## config.mk

```make
export PLATFORM = sky130hd
export DESIGN_NAME = mmio_uart_tx
export DESIGN_NICKNAME = d
export VERILOG_FILES = /design/src/rtl/mmio_pkg.sv /design/src/rtl/sync_byte_fifo.sv /design/src/rtl/mmio_uart_tx.sv
export SDC_FILE = /design/constraint.sdc
export NUM_CORES = 1
export LEC_CHECK = 0
export BUFFER_PORTS_ARGS = -buffer_cell sky130_fd_sc_hd__buf_2
export CORE_ASPECT_RATIO = 1.4
export CORE_MARGIN = 10
export CORE_UTILIZATION = 40
export DETAILED_ROUTE_END_ITERATION = 12
export REMOVE_ABC_BUFFERS = 1
export SLEW_MARGIN = 30
export SYNTH_ARGS = -nofsm -noshare
export SYNTH_HDL_FRONTEND = slang
export SYNTH_SLANG_ARGS = --single-unit
```

## constraint.sdc

```tcl
create_clock -name clk -period 4.3 [get_ports clk]
set_clock_uncertainty 0.15 [all_clocks]
set_input_delay 0.86 -clock clk [delete_from_list [all_inputs] [get_ports clk]]
set_output_delay 0.86 -clock clk [all_outputs]
set_load 0.05 [all_outputs]
```

## src/rtl/mmio_pkg.sv

```systemverilog
// mmio_pkg: register map, STATUS bit positions and serialiser states for mmio_uart_tx
package mmio_pkg;
    localparam logic [31:0] TXDATA_OFF = 32'h0;
    localparam logic [31:0] STATUS_OFF = 32'h4;
    localparam int ST_FULL  = 0;
    localparam int ST_EMPTY = 1;
    localparam int ST_BUSY  = 2;
    localparam int ST_OVF   = 3;
    localparam int ST_CNT   = 8;
    typedef enum logic [2:0] {IDLE, START, DATA, PARITY, STOP} tx_state_t;
endpackage

```

## src/rtl/sync_byte_fifo.sv

```systemverilog
// sync_byte_fifo: power-of-two byte FIFO; push on full is accepted only alongside a pop
module sync_byte_fifo #(
    parameter int DEPTH = 16
) (
    input  logic                     clk,
    input  logic                     rstn,
    input  logic                     push,
    input  logic [7:0]               din,
    input  logic                     pop,
    output logic [7:0]               dout,
    output logic                     full,
    output logic                     empty,
    output logic [$clog2(DEPTH):0]   count
);
    localparam int AW = $clog2(DEPTH);
    logic [7:0] mem [DEPTH];
    logic [AW-1:0] wp, rp;
    logic do_push, do_pop;
    assign do_pop  = pop && !empty;
    assign do_push = push && (!full || do_pop);
    assign full    = count == (AW+1)'(DEPTH);
    assign empty   = count == '0;
    assign dout    = mem[rp];
    always_ff @(posedge clk)
        if (do_push) mem[wp] <= din;
    always_ff @(posedge clk or negedge rstn)
        if (!rstn) begin
            wp    <= '0;
            rp    <= '0;
            count <= '0;
        end else begin
            wp    <= wp + AW'(do_push);
            rp    <= rp + AW'(do_pop);
            count <= count + (AW+1)'(do_push) - (AW+1)'(do_pop);
        end
endmodule

```

## src/rtl/mmio_uart_tx.sv

```systemverilog
// mmio_uart_tx: memory-mapped UART transmitter (TXDATA/STATUS) feeding a byte FIFO and 8N1 serialiser
// Define UART_TX_PARITY_EN to add an even-parity bit (11-bit frame).
module mmio_uart_tx
    import mmio_pkg::*;
#(
    parameter int          CLK_FREQ_HZ = 50_000_000,
    parameter int          BAUD_RATE   = 115_200,
    parameter logic [31:0] BASE_ADDR   = 32'h0000_1000,
    parameter int          FIFO_DEPTH  = 16
) (
    input  logic        clk,
    input  logic        rstn,
    input  logic [31:0] bus_addr,
    input  logic [31:0] bus_write_data,
    input  logic        bus_write_en,
    input  logic        bus_read_en,
    output logic [31:0] bus_read_data,
    output logic        bus_read_valid,
    output logic        uart_tx,
    output logic        tx_busy
);
    localparam int CPB = CLK_FREQ_HZ / BAUD_RATE;
    localparam int CW  = CPB > 1 ? $clog2(CPB) : 1;
    localparam int AW  = $clog2(FIFO_DEPTH);

    tx_state_t state, state_n;
    logic [CW-1:0] cnt;
    logic [2:0]    idx;
    logic [7:0]    data, dout;
    logic [AW:0]   count;
    logic [31:0]   status;
    logic full, empty, pop, push, ovf, bit_end, wr_tx, rd_st;
    logic unused_wdata;

    assign wr_tx        = bus_write_en && bus_addr == BASE_ADDR + TXDATA_OFF;
    assign rd_st        = bus_read_en && bus_addr == BASE_ADDR + STATUS_OFF;
    assign push         = wr_tx && (!full || pop);
    assign tx_busy      = state != IDLE || !empty;
    assign bit_end      = cnt == CW'(CPB - 1);
    assign unused_wdata = ^bus_write_data[31:8];

    sync_byte_fifo #(.DEPTH(FIFO_DEPTH)) u_fifo (
        .clk   (clk),
        .rstn  (rstn),
        .push  (push),
        .din   (bus_write_data[7:0]),
        .pop   (pop),
        .dout  (dout),
        .full  (full),
        .empty (empty),
        .count (count)
    );

`ifdef UART_TX_PARITY_EN
    localparam tx_state_t AFTER_DATA = PARITY;
    assign uart_tx = state == START ? 1'b0 : state == DATA ? data[idx] : state == PARITY ? ^data : 1'b1;
`else
    localparam tx_state_t AFTER_DATA = STOP;
    assign uart_tx = state == START ? 1'b0 : state == DATA ? data[idx] : 1'b1;
`endif

    always_comb begin
        status           = '0;
        status[ST_FULL]  = full;
        status[ST_EMPTY] = empty;
        status[ST_BUSY]  = tx_busy;
        status[ST_OVF]   = ovf;
        status[ST_CNT +: 8] = 8'(count);
    end

    always_ff @(posedge clk or negedge rstn)
        if (!rstn) state <= IDLE;
        else       state <= state_n;

    // STOP hands straight to START when more bytes wait, so frames abut
    always_comb begin
        state_n = state;
        pop     = 1'b0;
        case (state)
            IDLE: begin
                state_n = empty ? IDLE : START;
                pop     = !empty;
            end
            START: state_n = bit_end ? DATA : START;
            DATA:  state_n = bit_end && idx == 3'd7 ? AFTER_DATA : DATA;
`ifdef UART_TX_PARITY_EN
            PARITY: state_n = bit_end ? STOP : PARITY;
`endif
            STOP: begin
                state_n = !bit_end ? STOP : empty ? IDLE : START;
                pop     = bit_end && !empty;
            end
            default: state_n = IDLE;
        endcase
    end

    always_ff @(posedge clk or negedge rstn)
        if (!rstn) begin
            cnt            <= '0;
            idx            <= '0;
            data           <= '0;
            ovf            <= 1'b0;
            bus_read_valid <= 1'b0;
            bus_read_data  <= '0;
        end else begin
            cnt            <= state == IDLE || bit_end ? '0 : cnt + 1'b1;
            idx            <= state != DATA ? '0 : bit_end ? idx + 1'b1 : idx;
            data           <= pop ? dout : data;
            ovf            <= (wr_tx && !push) || (ovf && !rd_st);
            bus_read_valid <= rd_st;
            bus_read_data  <= rd_st ? status : '0;
        end
endmodule
```

==> results.txt <==
The path class of the tightest hold or removal check is in2async. The maximum clock insertion buffer count came out at 2. The standard cell core area came out at 0.0186 mm2. The number of flops mapped to enable cells by yosys came out at 128. After layout, the minimum clock period comes to 3410 ps. The diode insertion count for antenna repair came out at 0.

The I/O pin count is between 100 and 150. Fill cells in the final layout number 1,606. The data arrival at the endpoint of the critical path is 3610 ps. The clock drives approximately 180 sinks. At the end of the flow, the number of nets in the layout was approximately 600. The initial core utilization came out at 40.8%.

The mean routed wirelength per cell came out at between 15 and 20 um. The flop-to-flop setup slack came out at slightly below 900 ps. The power density over the cells is slightly below 400 mW/mm2.

The analysis attributes to cell leakage a power of 3.17 nW. The clock tree from TritonCTS is yes. The number of optimization iterations in the first detailed-route pass came out at 4. In the routed layout, each cell is associated on average with a via count of roughly 5. The final layout contains routed wiring with a total length of 14,100 um. The synthesized design contains 175 register bits. After synthesis, the mean cell area works out to 17.0 um2.

The sequential fraction of the synthesis area is 66.2%. The number of pins with negative max-slew slack in the final report came to 0. The sum of overflow across all layers after global routing came out at 0. Timing would allow up to 293 MHz. For this run, the leading register cell type out of synthesis is sky130_fd_sc_hd__edfxtp_1.

From left edge to right edge, the die measures around 140 um. The area growth from synthesis to layout is 15.2%. The tree is rooted in a sky130_fd_sc_hd__clkbuf_16.

The required time at the endpoint of the critical path came out at 4500 ps. The total setup buffers inserted after CTS came out at 0. The clock transition at the register clock pins on the worst setup and hold paths after CTS is around 70 ps.

The distinct cell type count of the synthesized netlist is 49. The placed instance area is approximately 0.0081 mm2. The number of max-cap violations is 0.

The number of H-tree levels is 4. Hold is met by about 290 ps. The worst-path maximum fanout came out at 18.

The post-synthesis instance area came out at roughly 0.0076 mm2. The number of antenna violations at the first check in global routing is 0. The full die area is 0.0250 mm2. Setup violations remaining at the end of the flow were counted as 0. IR analysis of the VDD net gives a maximum drop of 0.273 mV. The later-pin clock latency in the skew report is 420 ps. The floorplan step set the die height to around 180 um. The accumulated negative setup slack came out at 0 ps.

The final non-filler cell area came out at 0.00874 mm2. STA classifies the critical path startpoint as a flop. The class of the most critical setup path is reg2reg. The post-CTS resize count is 0. The pin count of the biggest net entering global routing is 48. The flow ran to the end, and the final reports show no timing, DRC or antenna violations. The all-layer global routing usage came out at 11.7%. The number of global-route vias before repair came out at 4,195. The instance count of the mapped netlist is 447. The cell row count came out at 59. For this run, asynchronously set or reset flops after synthesis account for 26.9%.

Buffers inserted to repair hold after CTS numbered 0. In this run, the number of DRC markers left after iteration 0 of detailed routing was 211. STA classifies the critical path endpoint as a flop. The final route contains 3,884 vias. The number of endpoints with negative hold slack in the final report came out at 0. The global-route wire length before repair is 22,400 um.

The fraction of the cycle the final worst path needs is 79.4%. The total CTS buffers is 17. The number of antenna-violating nets in the routed design came out at 0. The slew at the pin closest to its max-slew limit came out at 752 ps. The remaining max-slew budget at the tightest pin came out at 49.8%. The remaining design rule violation count came out at 0.

The total number of yosys warnings came out at 0. Summed over all nets, the half-perimeter wirelength after detailed placement is between 9000 and 10,000 um. The weighted congestion at the end of routability-driven global placement is 0.749. The number of buffers added on ports came out at 55. Of the cells placed in the final design, the portion with a size suffix greater than 1 is 32.7%.

Setup repair after global routing left no endpoint under its margin.
## path summary, 6_finish.rpt
path | startpoint | end | cells after the start
worst max-delay path | cnt[3]$_DFF_PN0_ | u_fifo.count[4]$_DFF_PN0_ | 12
worst min-delay path | rstn | bus_read_valid$_DFF_PN0_ | 1
worst max register to register | cnt[3]$_DFF_PN0_ | u_fifo.count[4]$_DFF_PN0_ | 12
worst min register to register | ovf$_DFF_PN0_ | bus_read_data[3]$_DFF_PN0_ | 2
max in group asynchronous | rstn | u_fifo.rp[2]$_DFF_PN0_ | 1
min in group clk | ovf$_DFF_PN0_ | bus_read_data[3]$_DFF_PN0_ | 2
## final cells by class
type | count | area, um2 | share of cell area [%]
Sequential cell | 175 | 5020 | 57.5
Multi-Input combinational cell | 236 | 2330 | 26.6
Timing Repair Buffer | 74 | 433 | 4.95
Clock buffer | 17 | 425 | 4.87
Tap cell | 244 | 305 | 3.49
Clock inverter | 15 | 169 | 1.93
Inverter | 15 | 56.3 | 0.644
## cell families (layout without fill, tap and decap cells)
group	after synthesis	after routing	share of synthesized area, %
flip-flops	175	175	66.2
XOR/XNOR	16	16	1.85
adder cells (fa/ha/maj)	15	15	2.57
AND/OR/NAND/NOR	100	100	8.51
multiplexers	68	68	14.7
other	1	23	0.0494
buffers and inverters	58	121	4.49
AO/OA/AOI/OAI	14	14	1.67
## state kept, by name (all words and copies together) (netlist names)
name,cells
bus_read_data,9
bus_read_valid,1
cnt,9
data,8
idx,3
ovf,1
state,3
u_fifo.count,5
u_fifo.mem,128
u_fifo.rp,4
u_fifo.wp,4
## routing by layer
layer	wire [um]	track usage, %
met3	489	2.49
met5	0	0
met4	153	4.14
met2	8010	21.3
met1	5410	13.0
## cell usage after synthesis, types with 8 or more instances
cell type,number,area (um2)
sky130_fd_sc_hd__dfrtp_1,47,1180
sky130_fd_sc_hd__nor3_1,12,60.1
sky130_fd_sc_hd__mux2i_1,26,260
sky130_fd_sc_hd__mux2_2,8,90.1
sky130_fd_sc_hd__nor2_1,15,56.3
sky130_fd_sc_hd__buf_4,24,180
sky130_fd_sc_hd__inv_1,15,56.3
sky130_fd_sc_hd__nand3_1,9,45.0
sky130_fd_sc_hd__nor4_1,12,75.1
sky130_fd_sc_hd__ha_1,14,175
sky130_fd_sc_hd__clkbuf_1,8,30.0
sky130_fd_sc_hd__nand2_1,10,37.5
sky130_fd_sc_hd__edfxtp_1,128,3840
sky130_fd_sc_hd__mux4_2,34,766
sky130_fd_sc_hd__xnor2_1,10,87.6
## worst max-delay path, stage by stage, from the launching register on
cell	delay, ps
sky130_fd_sc_hd__dfrtp_1	440
sky130_fd_sc_hd__or4b_4	570
sky130_fd_sc_hd__nor3_4	180
sky130_fd_sc_hd__buf_4	240
sky130_fd_sc_hd__o21ai_4	230
sky130_fd_sc_hd__nor3_1	410
sky130_fd_sc_hd__ha_1	260
sky130_fd_sc_hd__inv_1	60
sky130_fd_sc_hd__fa_1	400
sky130_fd_sc_hd__inv_1	80
sky130_fd_sc_hd__a21oi_1	60
sky130_fd_sc_hd__o21bai_1	150
sky130_fd_sc_hd__xnor2_1	130
## power by group
group / switching (mW) / total (mW) / internal, mW / leakage, nW
Combinational: 0.0776 / 0.0935 / 0.0159 / 1.15
Sequential: 0.0000115 / 1.81 / 1.81 / 1.74
Clock: 0.688 / 1.52 / 0.828 / 0.288
## placed cells by master, fill, tap and decap left out, types with 5 or more instances in the layout
| cell | instances |
|---|---|
| sky130_fd_sc_hd__mux4_2 | 34 |
| sky130_fd_sc_hd__mux2i_1 | 26 |
| sky130_fd_sc_hd__inv_6 | 5 |
| sky130_fd_sc_hd__ha_1 | 14 |
| sky130_fd_sc_hd__nand2_1 | 10 |
| sky130_fd_sc_hd__buf_2 | 54 |
| sky130_fd_sc_hd__nor4_1 | 11 |
| sky130_fd_sc_hd__xor2_1 | 6 |
| sky130_fd_sc_hd__dfrtp_1 | 45 |
| sky130_fd_sc_hd__mux2_2 | 8 |
| sky130_fd_sc_hd__inv_1 | 15 |
| sky130_fd_sc_hd__nor2_1 | 15 |
| sky130_fd_sc_hd__xnor2_1 | 10 |
| sky130_fd_sc_hd__nor4_2 | 6 |
| sky130_fd_sc_hd__buf_4 | 19 |
| sky130_fd_sc_hd__nor2b_1 | 5 |
| sky130_fd_sc_hd__nor3_1 | 12 |
| sky130_fd_sc_hd__or2_2 | 5 |
| sky130_fd_sc_hd__clkbuf_16 | 17 |
| sky130_fd_sc_hd__nand3_1 | 9 |
| sky130_fd_sc_hd__edfxtp_1 | 128 |
| sky130_fd_sc_hd__conb_1 | 23 |
## per-stage QoR
stage / cells / util, % / total power [mW] / setup slack [ps]
2_1_floorplan: 426 / - / 1.90 / 639
3_3_place_gp: 744 / 43.8 / 1.94 / 816
3_5_place_dp: 744 / 43.8 / 1.94 / 840
4_1_cts: 776 / 47.0 / 3.46 / 863
5_1_grt: 776 / 47.0 / 3.54 / 671
6_report: 776 / 47.0 / 3.42 / 886
No activity file was read; power rests on OpenSTA's default activity.
